**config.mk**
```make
export PLATFORM = sky130hd
export DESIGN_NAME = bus_slave_responder
export DESIGN_NICKNAME = d
export VERILOG_FILES = /design/src/rtl/bus_slave_responder_pkg.sv /design/src/rtl/bus_slave_responder_regfile.sv /design/src/rtl/bus_slave_responder.sv
export SDC_FILE = /design/constraint.sdc
export NUM_CORES = 1
export LEC_CHECK = 0
export BUFFER_PORTS_ARGS = -buffer_cell sky130_fd_sc_hd__buf_2
export CAP_MARGIN = 20
export CORE_UTILIZATION = 45
export DETAILED_ROUTE_END_ITERATION = 10
export GPL_TIMING_DRIVEN = 0
export MAX_ROUTING_LAYER = met4
export PLACE_DENSITY_LB_ADDON = 0.3
export SLEW_MARGIN = 20
export SYNTH_ARGS = -nofsm -noshare
export SYNTH_HDL_FRONTEND = slang
export SYNTH_SLANG_ARGS = --single-unit
```
**constraint.sdc**
```tcl
create_clock -name clk -period 2.24 [get_ports clk]
set_input_delay 0.224 -clock clk [delete_from_list [all_inputs] [get_ports clk]]
set_output_delay 0.224 -clock clk [all_outputs]
set_load 0.01 [all_outputs]
```
**src/rtl/bus_slave_responder_pkg.sv**
```systemverilog
// bus_slave_responder_pkg: shared serial-bus constants, read/write encoding and FSM state codes
package bus_slave_responder_pkg;
  localparam int BUS_ADDR_WIDTH = 4;
  localparam int BUS_DATA_WIDTH = 8;
  localparam logic RW_WRITE = 1'b1;
  localparam logic RW_READ = 1'b0;
  localparam logic [2:0] ST_IDLE = 3'd0;
  localparam logic [2:0] ST_ADDR = 3'd1;
  localparam logic [2:0] ST_WDATA = 3'd2;
  localparam logic [2:0] ST_WAIT = 3'd3;
  localparam logic [2:0] ST_RDATA = 3'd4;
  localparam logic [2:0] ST_DONE = 3'd5;
endpackage

```
**src/rtl/bus_slave_responder_regfile.sv**
```systemverilog
// slave_regfile: register file with synchronous write, combinational read and synchronous clear
module slave_regfile #(
  parameter int ADDR_WIDTH = 4,
  parameter int DATA_WIDTH = 8
) (
  input  logic                  clk,
  input  logic                  reset,
  input  logic                  i_we,
  input  logic [ADDR_WIDTH-1:0] i_waddr,
  input  logic [DATA_WIDTH-1:0] i_wdata,
  input  logic [ADDR_WIDTH-1:0] i_raddr,
  output logic [DATA_WIDTH-1:0] o_rdata
);
  logic [DATA_WIDTH-1:0] r_mem [2**ADDR_WIDTH];
  always_ff @(posedge clk)
    if (reset) r_mem <= '{default: '0};
    else if (i_we) r_mem[i_waddr] <= i_wdata;
  assign o_rdata = r_mem[i_raddr];
endmodule

```
**src/rtl/bus_slave_responder.sv**
```systemverilog
// bus_slave_responder: serial bus endpoint decoding start/address/data frames into a local register file
module bus_slave_responder
  import bus_slave_responder_pkg::*;
#(
  parameter int ADDR_WIDTH  = BUS_ADDR_WIDTH,
  parameter int DATA_WIDTH  = BUS_DATA_WIDTH,
  parameter int WAIT_CYCLES = 2
) (
  input  logic                  clk,
  input  logic                  reset,
  input  logic                  sel,
  input  logic                  m_valid,
  input  logic                  m_rw,
  input  logic                  m_sdata,
  output logic                  s_sdata,
  output logic                  s_valid,
  output logic                  s_ready,
  output logic [2:0]            slave_state,
  output logic [DATA_WIDTH-1:0] last_rdata
);
  localparam int CW = $clog2(ADDR_WIDTH + DATA_WIDTH + WAIT_CYCLES + 1);
  logic [2:0] r_state, w_next;
  logic [CW-1:0] r_cnt;
  logic r_rw;
  logic [ADDR_WIDTH-1:0] r_addr, w_addr_sh, w_raddr;
  logic [DATA_WIDTH-1:0] r_data, r_shift, r_last, w_data_sh, w_rot, w_rdata;
  logic w_last_a, w_last_d, w_last_w, w_we, w_wr;
  assign w_addr_sh = {m_sdata, r_addr[ADDR_WIDTH-1:1]};
  assign w_data_sh = {m_sdata, r_data[DATA_WIDTH-1:1]};
  assign w_rot = {r_shift[0], r_shift[DATA_WIDTH-1:1]};
  assign w_last_a = r_cnt == CW'(ADDR_WIDTH - 1);
  assign w_last_d = r_cnt == CW'(DATA_WIDTH - 1);
  assign w_last_w = r_cnt == CW'(WAIT_CYCLES - 1);
  assign w_wr = r_rw == RW_WRITE;
  assign w_we = r_state == ST_WDATA && sel && w_last_d;
  assign w_raddr = r_state == ST_ADDR ? w_addr_sh : r_addr;
  always_comb begin
    w_next = ST_IDLE;
    case (r_state)
      ST_IDLE:  w_next = (sel && m_valid) ? ST_ADDR : ST_IDLE;
      ST_ADDR:  w_next = !sel ? ST_IDLE : !w_last_a ? ST_ADDR : w_wr ? ST_WDATA :
                         (WAIT_CYCLES > 0) ? ST_WAIT : ST_RDATA;
      ST_WDATA: w_next = !sel ? ST_IDLE : !w_last_d ? ST_WDATA : (WAIT_CYCLES > 0) ? ST_WAIT : ST_DONE;
      ST_WAIT:  w_next = !sel ? ST_IDLE : !w_last_w ? ST_WAIT : w_wr ? ST_DONE : ST_RDATA;
      ST_RDATA: w_next = !sel ? ST_IDLE : !w_last_d ? ST_RDATA : ST_DONE;
      default:  w_next = ST_IDLE;
    endcase
  end
  always_ff @(posedge clk)
    if (reset) begin
      r_state <= ST_IDLE;
      r_cnt <= '0;
      r_rw <= RW_READ;
      r_addr <= '0;
      r_data <= '0;
      r_shift <= '0;
      r_last <= '0;
    end else begin
      r_state <= w_next;
      r_cnt <= (w_next == r_state && r_state != ST_IDLE) ? r_cnt + 1'b1 : '0;
      if (r_state == ST_IDLE && sel && m_valid) r_rw <= m_rw;
      if (r_state == ST_ADDR) r_addr <= w_addr_sh;
      if (r_state == ST_WDATA) r_data <= w_data_sh;
      if (w_next == ST_RDATA) r_shift <= r_state == ST_RDATA ? w_rot : w_rdata;
      if (r_state == ST_RDATA && w_next == ST_DONE) r_last <= w_rot;
    end
  slave_regfile #(.ADDR_WIDTH(ADDR_WIDTH), .DATA_WIDTH(DATA_WIDTH)) u_regfile (
    .clk(clk),
    .reset(reset),
    .i_we(w_we),
    .i_waddr(r_addr),
    .i_wdata(w_data_sh),
    .i_raddr(w_raddr),
    .o_rdata(w_rdata)
  );
  assign s_valid = r_state == ST_RDATA;
  assign s_sdata = s_valid & r_shift[0];
  assign s_ready = r_state == ST_DONE;
  assign slave_state = r_state;
  assign last_rdata = r_last;
endmodule

```
Yosys cells after proc, flatten, opt, wreduce, memory -nomap -nowiden:

Cells that the tools add are included.
W data, S select, Z words.

* register bits after elaboration: 164
* latch bits: 0
* RAM bits: 0
* memory bits (read-only): 0
* output and inout bits: 14
* word-level logic and storage cells: 73
* memories kept: 0

* add/sub/neg operators: 1
* $mul: 0
* divide/modulo/power cells: 0
* $lt $le $gt $ge: 3
* equality and inequality tests: 11
* shift operators: 0
* muxes and demuxes: 20
* bitwise operators: 4
* reductions and logical operators: 11

Operator list (count)
* $bwmux W128: 1
* $bmux W8 S4: 1
* $demux W8 S4: 1
* $mux W8: 4
* $pmux W3 S5: 1
* $eq A3 B3 Y1 const B: 4
* $ge A5 B5 Y1 const B: 2
* $not A4 Y5: 2
* $mux W3: 3
* $logic_and A1 B1 Y1: 8
* $eq A3 B2 Y1 const B: 2
* $mux W2: 3
* $lt A5 B1 Y1 const B: 1
* $mux W1: 5
* $add A4 B1 Y4 const B: 1
* $eq A4 B1 Y1 const B: 1
* $eq A4 B2 Y1 const B: 1
* $eq A4 B3 Y1 const B: 1
* $mux W4: 1
* $eq A3 B1 Y1 const B: 1
* $eq A3 B3 Y1: 1
* $logic_not A3 Y1: 1
* $reduce_bool A3 Y1: 1
* $reduce_or A2 Y1: 1
* other kinds (2): 2

Logic depth before layout (Yosys ltp):

Gate-level depths: netlist (run 1).

* word-level depth: 8
* gate-level depth with buffers: 10

Hierarchy:

Synthesis (run 1) repeated with hierarchy kept, for this count alone.

* cell total of the unflattened synthesis: 863
* area total of the unflattened synthesis: 7831.3 µm²

Modules (own cells, without submodules)
* slave_regfile: instances 1, cells each 690, area an instance 6065.8 µm²
* bus_slave_responder: instances 1, cells each 173, area an instance 1765.4 µm²

Worst setup path before layout (run 1):

OpenSTA, ideal clock, no wires.

* kind: register to register
* start point: reg r_state[2] (netlist: slave_state[2])
* end point: reg r_shift[7]
* library setup time: 0.070 ns
* arrival: 2.099 ns
* required time: 2.170 ns
* setup slack: 0.071 ns
* cell stages (with the launch flop): 10
* clock period less this slack: 2.169 ns
* cells stage by stage: dfxtp_1 > buf_6 > nor3b_4 > mux2i_1 > clkbuf_1 > clkbuf_1 > nand2_1 > a31oi_1 > nand3_1 > a21oi_1

* cells in the longest elaborated chain, start to end: 7
* elaborated cells between the ends (all ways): 13
* classes of those cells: 5 x eq/ne; 6 x mux; 1 x bitwise; 1 x reduce/logical

Ends and longest elaborated chain
* start, declared: RTL line bus_slave_responder.sv:22 `logic [2:0] r_state, w_next;`
* start signal, assigned: RTL line bus_slave_responder.sv:59 `r_state <= w_next;`
* $eq A3 B1 Y1: RTL line bus_slave_responder.sv:36, bus_slave_responder.sv:39
* $mux W4
* $not A4 Y5 (not written as such): RTL line bus_slave_responder_regfile.sv:18 `assign o_rdata = r_mem[i_raddr];`
* $bmux W8 S4: RTL line bus_slave_responder_regfile.sv:18
* $mux W8 (not written as such) (2 in series): RTL line bus_slave_responder_regfile.sv:18
* $mux W8: RTL line bus_slave_responder.sv:64 `if (w_next == ST_RDATA) r_shift <= r_state == ST_RDATA ? w_rot : w_rdata;`
* end signal, assigned: RTL line bus_slave_responder.sv:64
* end, declared: RTL line bus_slave_responder.sv:26 `logic [DATA_WIDTH-1:0] r_data, r_shift, r_last, w_data_sh, w_rot, w_rdata;`

Several ways; a longest one is shown, not always the timed one. The select of a mux whose other input is x is not followed.
A chain may end at the register's enable or synchronous reset.

Worst setup path in the final report (run 1):

* start point: reg r_state[2] (netlist: slave_state[2])
* end point: reg r_shift[0]

Same word-level chain as after synthesis.

==> impl_metrics.env, run 1 <==
export IMPL_clock_path_buffers=2
export IMPL_cp_cell_sequence="buf_2 -> or3b_4 -> clkbuf_4 -> nor2_2 -> a31oi_1 -> a32oi_1 -> nand2_1"
export IMPL_grt_max_degree=17
export IMPL_drv_slew=0
export IMPL_synth_area_sq_um=7747
export IMPL_grt_use_total_pct=31.47
export IMPL_dp_cells=1164
export IMPL_startpoint_type="flip-flop"
export IMPL_row_count=47
export IMPL_post_route_util_pct=55.99
export IMPL_slowest_stage="or3b_4"
export IMPL_p_leak_nw=3.071
export IMPL_detail_route_first_pass_iterations=7
export IMPL_n_fill_cell=1523
export IMPL_reg2regPathDepth=7
export IMPL_cts_root_buf="clkbuf_16"
export IMPL_regArea_sq_um=3276
export IMPL_power_switching_mw=1.436
export IMPL_die_height_microns=133.2
export IMPL_grt_pass1_vias=6662
export IMPL_pwr_share_seq_pct=46.1
export IMPL_nets=990
export IMPL_port_buffers=18
export IMPL_max_stage_delay_ns=0.48
export IMPL_crit_required_ns=2.57
export IMPL_violations="setup timing"
export IMPL_drive_above_1_share_pct=17.69
export IMPL_cts_htree_levels=4
export IMPL_drc=0
export IMPL_p_comb_share_pct=3.6
export IMPL_fin_crit_ns=2.245
export IMPL_async_reset_ff_share_pct=0
export IMPL_post_place_ws_ns=-0.8498
export IMPL_wl_microns=27220
export IMPL_final_cell_area_sq_um=9350
export IMPL_status="complete, but fails checks"
export IMPL_fin_worst_skew_ns=0.007794
export IMPL_first_iter_violations=1219
export IMPL_yosysSeqAreaShare_pct=42.12
export IMPL_numCtsBuffers=17
export IMPL_cts_tree="yes"
export IMPL_synth_seq_cells=163
export IMPL_worstPathMaxFanout=10
export IMPL_p_total_mw=6.297
export IMPL_hold_viol=0
export IMPL_ir_worst_vdd_mv=0.5953
export IMPL_instances_no_fill=1215
export IMPL_finalSetupTns_ns=-0.005115
export IMPL_initial_core_util_pct=46.39
export IMPL_hold_path_class="input pin to flip-flop"
export IMPL_num_vias=7504
export IMPL_worstSetupEndpointType="flip-flop"
export IMPL_worst_pin_slew_ns=0.9706
export IMPL_setup_viol=1
export IMPL_fmax_mhz=445.4
export IMPL_cts_sinks=163
export IMPL_via_per_inst=6.176
export IMPL_power_density_nw_per_um2=673.4
export IMPL_diodes=0
export IMPL_syn_to_final_growth_pct=20.69
export IMPL_fp_dieArea_sq_um=17740
export IMPL_timing_hold_ws_ns=0.05536
export IMPL_post_synth_cell_area_avg_sq_um=8.367
export IMPL_yosys_warnings=0
export IMPL_synth_edf_count=0
export IMPL_place_area_sq_um=8113
export IMPL_switching_share_pct=22.80
export IMPL_synth_cell_types=70
export IMPL_antenna_found_initial=0
export IMPL_clk_pin_slew_ns=0.07
export IMPL_ios=20
export IMPL_intPower_mw=4.861
export IMPL_fin_ws_ns=-0.005115
export IMPL_multiInputGateArea_sq_um=4418
export IMPL_synthFlopType="dfxtp_1"
export IMPL_fin_crit_sh_pct=100.2
export IMPL_drv_cap=0
export IMPL_clk_latency_ns=0.44
export IMPL_grt_pass1_wl_microns=40270
export IMPL_core_area_sq_um=16700
export IMPL_relSlewSlack_pct=35.29
export IMPL_ant_nets=0
export IMPL_worstSetupPathType="flip-flop to flip-flop"
export IMPL_netlist_instances=926
export IMPL_clockPowerShare_pct=50.3
export IMPL_wl_per_cell_microns=22.40
export IMPL_synth_net_count=934
export IMPL_ctsHoldBuffers=0
export IMPL_place_detailed_hpwl_microns=18210
export IMPL_whs_path_depth=3
export IMPL_arrival_ns=2.58
export IMPL_grt_overflow=0
export IMPL_gp_congestion=1.052
export IMPL_rsz0062_at_grt="true"
export IMPL_die_width_microns=133.2
[cell type report]
cell class | instances | area share [%]
multi-input cells | 679 | 47.25
flip-flops and latches | 163 | 35.03
clock buffers | 21 | 4.817
plain buffers | 73 | 4.349
repair buffers | 42 | 3.466
well taps | 220 | 2.944
clock inverters | 11 | 1.860
inverters | 6 | 0.2810
[synth_stat cells, types with 3 or more instances]
library cell	count	area share, %
buf_1	4	0.19
nand4_1	7	0.57
buf_2	18	1.2
and3_1	4	0.32
clkbuf_1	47	2.3
nand2_1	161	7.8
and2_1	6	0.48
nor2_1	104	5.0
o22ai_1	3	0.24
nand3_1	92	5.9
nor2b_1	6	0.48
inv_1	5	0.24
dfxtp_1	163	42
mux4_2	10	2.9
o21ai_0	9	0.58
nor3_2	3	0.39
a21oi_1	86	5.6
a2bb2oi_1	3	0.34
nand2b_1	4	0.32
mux2i_1	93	12
buf_4	5	0.48
a32o_1	3	0.39
a31oi_1	14	1.1
buf_6	4	0.58
a32oi_1	11	1.2
[flip-flops by register name (all words and copies together), names as in the netlist]
| name | count |
|---|---|
| slave_state | 3 |
| r_addr | 4 |
| last_rdata | 8 |
| r_rw | 1 |
| r_cnt | 4 |
| r_shift | 8 |
| r_data | 7 |
| u_regfile.r_mem | 128 |
[metal layers]
layer	wire length, microns	vias to the layer above	global-route usage (%)
met2	11550	490	45.38
met3	2967	105	6.317
met4	1384	0	15.66
met1	11310	3536	41.83
met5	0	-	-
li1	-	3373	-
[what timing repair did]
item | 4_1_cts | 5_1_grt
cloned | 0 | 1
buffers inserted | 9 | 14
pin swaps | 7 | 8
endpoints found under the hold margin | 0 | 0
endpoints found under the setup margin | 137 | 99
gates resized for setup | 57 | 53
[placed cells by master, fill, tap and decap left out, drive strengths merged, types with 9 or more instances in the layout]
master / Yosys / layout
dfxtp: 163 / 163
nand2: 161 / 161
nor2: 106 / 106
nand3: 93 / 93
mux2i: 93 / 93
a21oi: 86 / 86
clkbuf: 47 / 69
buf: 31 / 67
a31oi: 14 / 14
a32oi: 11 / 11
mux4: 10 / 10
o21ai: 9 / 9
[critical path: cells and delay by family, from the launching register on]
kind / cells / cell delay (ns)
simple gates: 3 / 0.83
buf+inv: 2 / 0.45
compound gates: 2 / 0.43
flops: 1 / 0.40
[cells by family after synthesis]
group	after synthesis	synth area share [%]
mux	106	15.41
buf+inv	84	4.990
fa+ha+maj	2	0.3229
flops	163	42.12
compound gates	160	13.02
xor+xnor	3	0.3392
simple gates	408	23.81
[path summary, 6_finish.rpt]
path / start / end / slack (ns)
setup / recovery: slave_state[2] / r_shift[0] / -0.005
hold / removal: m_rw / r_rw / 0.06
setup reg to reg: slave_state[2] / r_shift[0] / -0.005
hold reg to reg: u_regfile.r_mem[120] / u_regfile.r_mem[120] / 0.45
[power by group through the flow]
| stage | registers, mW | clock network [mW] | logic (mW) |
|---|---|---|---|
| after detailed placement | 2.97 | 0 | 0.184 |
| after global placement | 2.97 | 0 | 0.186 |
| after floorplan | 2.97 | 0 | 0.114 |
| after CTS | 2.91 | 3.15 | 0.198 |
| after global routing | 2.90 | 3.29 | 0.231 |
| final | 2.90 | 3.17 | 0.224 |
(Power assumes the default switching activity.)
==> run 2: changes to the inputs <==
--- a/config.mk
+++ b/config.mk
@@ -7,7 +7,7 @@
 export LEC_CHECK = 0
 export BUFFER_PORTS_ARGS = -buffer_cell sky130_fd_sc_hd__buf_2
 export CAP_MARGIN = 20
-export CORE_UTILIZATION = 45
+export CORE_UTILIZATION = 37
 export DETAILED_ROUTE_END_ITERATION = 10
 export GPL_TIMING_DRIVEN = 0
 export MAX_ROUTING_LAYER = met4
==> run 2 against run 1 <==
The run still ends with setup timing left. Cell area shrank 0.82%. Non-clock buffer count shrank 9. Utilization shrank 10 points. Register-to-register slack lost 0.12 ns. Sequential share of layout area grew 0.29 points. Sequential cell count is the same. First-iteration DRC count shrank 36%. Global-route usage shrank 4.4 points. Clock skew grew 0.0017 ns. Clock power shrank 1%. Critical path depth is the same. Wire length grew 2.9%. Critical endpoint is now r_shift[2]. Largest power group unchanged.
==> impl_metrics.env, run 2 (synthesis gave the netlist of run 1 again) <==
export IMPL_status="complete, but fails checks"
export IMPL_violations="setup timing"
export IMPL_slowest_stage="a2111oi_2"
export IMPL_worstPathMaxFanout=11
export IMPL_port_buffers=18
export IMPL_intPower_mw=4.762
export IMPL_fmax_mhz=423.1
export IMPL_switching_share_pct=23.86
export IMPL_core_area_sq_um=20360
export IMPL_die_height_microns=146.7
export IMPL_grt_pass1_vias=6868
export IMPL_ios=20
export IMPL_grt_overflow=0
export IMPL_num_vias=7339
export IMPL_clk_pin_slew_ns=0.07
export IMPL_post_route_util_pct=45.54
export IMPL_power_switching_mw=1.492
export IMPL_grt_pass1_wl_microns=41860
export IMPL_antenna_found_initial=0
export IMPL_row_count=52
export IMPL_wl_per_cell_microns=22.30
export IMPL_startpoint_type="flip-flop"
export IMPL_reg2regPathDepth=7
export IMPL_rsz0062_at_grt="true"
export IMPL_instances_no_fill=1256
export IMPL_drv_cap=0
export IMPL_gp_congestion=1.063
export IMPL_holdCritStartpoint="m_rw"
export IMPL_fin_worst_skew_ns=0.009480
export IMPL_fin_crit_ns=2.364
export IMPL_hold_path_class="input pin to flip-flop"
export IMPL_clk_latency_ns=0.44
export IMPL_worstSetupEndpointType="flip-flop"
export IMPL_pwr_share_seq_pct=46.4
export IMPL_p_leak_nw=3.011
export IMPL_nets=981
export IMPL_dp_cells=1214
export IMPL_die_width_microns=146.7
export IMPL_syn_to_final_growth_pct=19.70
export IMPL_drv_slew=0
export IMPL_drc=0
export IMPL_reg2reg_to="r_shift[2]"
export IMPL_finalSetupTns_ns=-0.1969
export IMPL_grt_max_degree=17
export IMPL_final_cell_mix="nand2_1 (161), dfxtp_1 (157), nor2_1 (99), nand3_1 (91)"
export IMPL_detail_route_first_pass_iterations=6
export IMPL_ir_worst_vdd_mv=0.4620
export IMPL_power_density_nw_per_um2=674.4
export IMPL_cp_cell_sequence="nor3b_4 -> buf_4 -> mux2i_2 -> a221o_1 -> a21oi_1 -> a2111oi_2 -> nand2b_1"
export IMPL_initial_core_util_pct=38.04
export IMPL_regMostFlops="u_regfile.r_mem"
export IMPL_crit_required_ns=2.62
export IMPL_diodes=0
export IMPL_cts_sinks=163
export IMPL_rr_startpoint="slave_state[2]"
export IMPL_hold_viol=0
export IMPL_largest_register_ff_count=128
export IMPL_fin_crit_sh_pct=105.5
export IMPL_post_place_ws_ns=-0.8637
export IMPL_ant_nets=0
export IMPL_place_detailed_hpwl_microns=19060
export IMPL_wl_microns=28000
export IMPL_cts_htree_levels=4
export IMPL_numCtsBuffers=17
export IMPL_fin_ws_ns=-0.1238
export IMPL_mostFrequentLayoutCell="nand2_1"
export IMPL_ff2ff_setup_slack_ns=-0.12
export IMPL_fp_dieArea_sq_um=21520
export IMPL_worstSetupPathType="flip-flop to flip-flop"
export IMPL_drive_above_1_share_pct=16.53
export IMPL_p_comb_share_pct=3.5
export IMPL_first_iter_violations=775
export IMPL_relSlewSlack_pct=41.04
export IMPL_whs_path_depth=3
export IMPL_grt_use_total_pct=27.03
export IMPL_whs_endpoint="r_rw"
export IMPL_clockPowerShare_pct=50.1
export IMPL_max_stage_delay_ns=0.48
export IMPL_clock_path_buffers=2
export IMPL_arrival_ns=2.75
export IMPL_cts_tree="yes"
export IMPL_setup_viol=3
export IMPL_ctsHoldBuffers=0
export IMPL_cts_root_buf="clkbuf_16"
export IMPL_worst_pin_slew_ns=0.8845
export IMPL_via_per_inst=5.843
run 2: cell types whose count changed in the layout (fill, tap and decap cells not counted), moves of 2 or more:
cell	change
inv_8	+2
buf_6	-2
buf_2	-2
clkbuf_2	-2
buf_4	-3
run 2: layout make-up:
class	instances	area (sq um)
Fill cell	2002	11090
Multi-Input combinational cell	679	4375
Sequential cell	163	3276
Clock buffer	20	446.7
Buffer	73	404.1
Tap cell	270	337.8
Timing Repair Buffer	33	240.2
Clock inverter	12	170.2
Inverter	6	23.77
run 2: worst max path at each step:
stage          cells past startpoint    endpoint            from
3_3_place_gp                       8  r_shift[3]  slave_state[0]
3_5_place_dp                       8  r_shift[3]  slave_state[0]
4_1_cts                            6  r_shift[5]  slave_state[0]
6_report                           7  r_shift[2]  slave_state[2]
2_1_floorplan                      9  r_shift[7]  slave_state[2]
5_1_grt                            7  r_shift[2]  slave_state[2]
run 2: repair_timing:
action	CTS	global route
setup endpoints to repair	140	85
endpoints found under the hold margin	0	0
pin swaps	13	7
buffers inserted	11	4
gates resized for setup	65	33
run 2: through the flow:
step                hold slack (ns)  power (mW)  instance area [sq um]
finish                      0.06641       6.254                   9274
global route                0.05644       6.403                   9274
CTS                         0.05830       6.258                   9124
detailed placement           0.4468       3.160                   8175
global placement             0.4428       3.162                   8175
floorplan                    0.3712       3.084                   7747
run 2: layer usage:
metal	global-route usage, %	share of wire, %	routed length (microns)	up-vias
li1	-	-	-	3350
met1	35.41	42	11850	3497
met2	38.41	43	11950	404
met3	5.870	9.7	2722	88
met4	15.16	5.3	1482	0
met5	-	0	0	-
run 2: power by group through the flow:
| stage | combinational (mW) | sequential [mW] | clock [mW] |
|---|---|---|---|
| floorplan | 0.114 | 2.97 | 0 |
| global placement | 0.191 | 2.97 | 0 |
| detailed placement | 0.189 | 2.97 | 0 |
| CTS | 0.204 | 2.91 | 3.15 |
| global route | 0.226 | 2.90 | 3.27 |
| finish | 0.218 | 2.90 | 3.13 |
run 2: critical path: cells and delay by family (launching register included):
| family | cells | cell delay [ns] |
|---|---|---|
| buffers and inverters | 1 | 0.21 |
| multiplexers | 1 | 0.41 |
| flip-flops | 1 | 0.39 |
| AO/OA/AOI/OAI | 3 | 0.79 |
| AND/OR/NAND/NOR | 2 | 0.51 |
==> run 3: changes to the inputs <==
--- a/config.mk
+++ b/config.mk
@@ -7,6 +7,7 @@
 export LEC_CHECK = 0
 export BUFFER_PORTS_ARGS = -buffer_cell sky130_fd_sc_hd__buf_2
 export CAP_MARGIN = 20
+export CORE_MARGIN = 3
 export CORE_UTILIZATION = 37
 export DETAILED_ROUTE_END_ITERATION = 10
 export GPL_TIMING_DRIVEN = 0
==> constraint.sdc (replaced) <==
create_clock -name clk -period 2.45 [get_ports clk]
set_input_delay 0.245 -clock clk [delete_from_list [all_inputs] [get_ports clk]]
set_output_delay 0.245 -clock clk [all_outputs]
set_load 0.01 [all_outputs]
==> run 3 against run 2 <==
Wire length shrank 3.1%. Combinational power shrank 13%. Cell count shrank 0.24%. Clock-buffer cell count shrank 2. Hold slack lost 0.011 ns. The run now ends clean. Register-to-register slack gained 0.15 ns. Utilization shrank 1.5 points. Highest routed layer unchanged. Die area grew 5.5%. Worst setup slack gained 0.15 ns.
==> impl_metrics.env, run 3 (synthesis gave the netlist of run 1 again) <==
export IMPL_largest_register_ff_count=128
export IMPL_cp_startpoint="slave_state[1]"
export IMPL_diodes=0
export IMPL_fmax_mhz=411.9
export IMPL_ios=20
export IMPL_cts_root_buf="clkbuf_16"
export IMPL_initial_core_util_pct=37.92
export IMPL_numCtsBuffers=17
export IMPL_port_buffers=18
export IMPL_drive_above_1_share_pct=14.65
export IMPL_syn_to_final_growth_pct=16.21
export IMPL_nets=978
export IMPL_hold_viol=0
export IMPL_place_area_sq_um=8175
export IMPL_num_vias=7319
export IMPL_antenna_found_initial=0
export IMPL_instances_no_fill=1253
export IMPL_drc=0
export IMPL_post_route_util_pct=44.07
export IMPL_drv_cap=0
export IMPL_status="completed"
export IMPL_arrival_ns=2.80
export IMPL_grt_overflow=0
export IMPL_clk_latency_ns=0.44
export IMPL_grt_pass1_wl_microns=41210
export IMPL_cts_tree="yes"
export IMPL_detail_route_first_pass_iterations=8
export IMPL_n_fill_cell=2064
export IMPL_final_cell_area_sq_um=9004
export IMPL_worstSetupPathType="flip-flop to flip-flop"
export IMPL_row_count=52
export IMPL_worstPathMaxFanout=10
export IMPL_power_density_nw_per_um2=596.7
export IMPL_fin_crit_ns=2.428
export IMPL_setup_viol=0
export IMPL_fin_crit_sh_pct=99.09
export IMPL_place_detailed_hpwl_microns=19050
export IMPL_regMostFlops="u_regfile.r_mem"
export IMPL_die_height_microns=150.7
export IMPL_drv_slew=0
export IMPL_worstSetupEndpointType="flip-flop"
export IMPL_cts_sinks=163
export IMPL_ir_worst_vdd_mv=0.3881
export IMPL_ctsHoldBuffers=0
export IMPL_mostFrequentLayoutCell="dfxtp_1"
export IMPL_clk_pin_slew_ns=0.07
export IMPL_ant_nets=0
export IMPL_first_iter_violations=963
export IMPL_grt_use_total_pct=24.92
export IMPL_core_area_sq_um=20430
export IMPL_hold_path_class="input pin to flip-flop"
export IMPL_fp_dieArea_sq_um=22710
export IMPL_gp_congestion=1.022
export IMPL_grt_max_degree=17
export IMPL_startpoint_type="flip-flop"
export IMPL_relSlewSlack_pct=38.29
export IMPL_worst_pin_slew_ns=0.9256
export IMPL_clock_path_buffers=2
export IMPL_p_leak_nw=2.949
export IMPL_rr_startpoint="slave_state[1]"
export IMPL_cts_htree_levels=4
export IMPL_wl_microns=27130
export IMPL_grt_pass1_vias=6753
export IMPL_finalSetupTns_ns=0
export IMPL_holdCritStartpoint="m_rw"
export IMPL_dp_cells=1214
export IMPL_fin_worst_skew_ns=0.007818
export IMPL_wl_per_cell_microns=21.65
export IMPL_via_per_inst=5.841
export IMPL_final_cell_mix="dfxtp_1 (162), nand2_1 (161), nor2_1 (99), nand3_1 (91), mux2i_1 (88)"
export IMPL_crit_required_ns=2.83
export IMPL_die_width_microns=150.7
-- run 3: cell types whose count changed in the layout (fill, tap and decap cells not counted), moves of 3 or more --
| cell | delta |
|---|---|
| bufinv_16 | -3 |
| dfxtp_2 | -3 |
| buf_4 | -11 |
| dfxtp_1 | +5 |
| clkbuf_4 | -5 |
| mux2i_1 | +3 |
| buf_2 | +8 |
| clkinv_2 | +4 |
-- run 3: where the power goes --
| part | leakage [nW] | total, mW | switching, mW | internal, mW |
|---|---|---|---|---|
| clock network | 0.270 | 2.53 | 1.19 | 1.34 |
| registers | 1.31 | 2.66 | 0.00466 | 2.65 |
| logic | 1.37 | 0.189 | 0.144 | 0.0451 |
| total | 2.95 | 5.37 | 1.34 | 4.03 |
-- run 3: worst paths after layout --
check | to | slack (ns) | cells past startpoint
hold reg to reg | u_regfile.r_mem[94] | 0.46 | 2
setup / recovery | r_shift[0] | 0.02 | 11
setup reg to reg | r_shift[0] | 0.02 | 11
hold / removal | r_rw | 0.06 | 3
-- run 3: layer usage --
layer	up-vias	global-route usage (%)	share of wire [%]
met3	68	5.449	9.1
met2	381	36.24	44
li1	3353	-	-
met5	-	-	0
met4	0	9.021	3.8
met1	3517	34.14	44
-- run 3: per-stage QoR --
step                power, mW  hold slack [ns]  worst slack (ns)
global route            5.498          0.06905          -0.04769
detailed placement      2.887           0.4449           -0.7786
floorplan               2.819           0.3922            0.2814
finish                  5.373          0.05547           0.02241
global placement        2.889           0.4418           -0.7547
CTS                     5.372          0.06348          -0.01666
-- run 3: repair_timing --
action	in CTS	in global routing
endpoints found under the setup margin	30	107
gates resized for setup	26	28
pin swaps	0	7
setup buffers	2	7
-- run 3: critical path, stage by stage (launching register included) --
cell     delay, ns
dfxtp_1       0.31
buf_4         0.16
nor3b_4       0.19
buf_6         0.15
mux2_4        0.30
buf_6         0.16
buf_12        0.16
buf_8         0.16
mux2i_1       0.14
a32oi_2       0.26
nand4_1       0.22
nand2_1       0.11
-- run 3: area by class of cell --
class	count	area [sq um]	share of cell area, %
clock inverters	14	106.4	1.181
inverters	6	22.52	0.2501
well taps	270	337.8	3.752
plain buffers	76	395.4	4.391
clock buffers	18	439.2	4.878
repair buffers	27	198.9	2.210
multi-input cells	679	4239	47.08
flip-flops and latches	163	3264	36.26
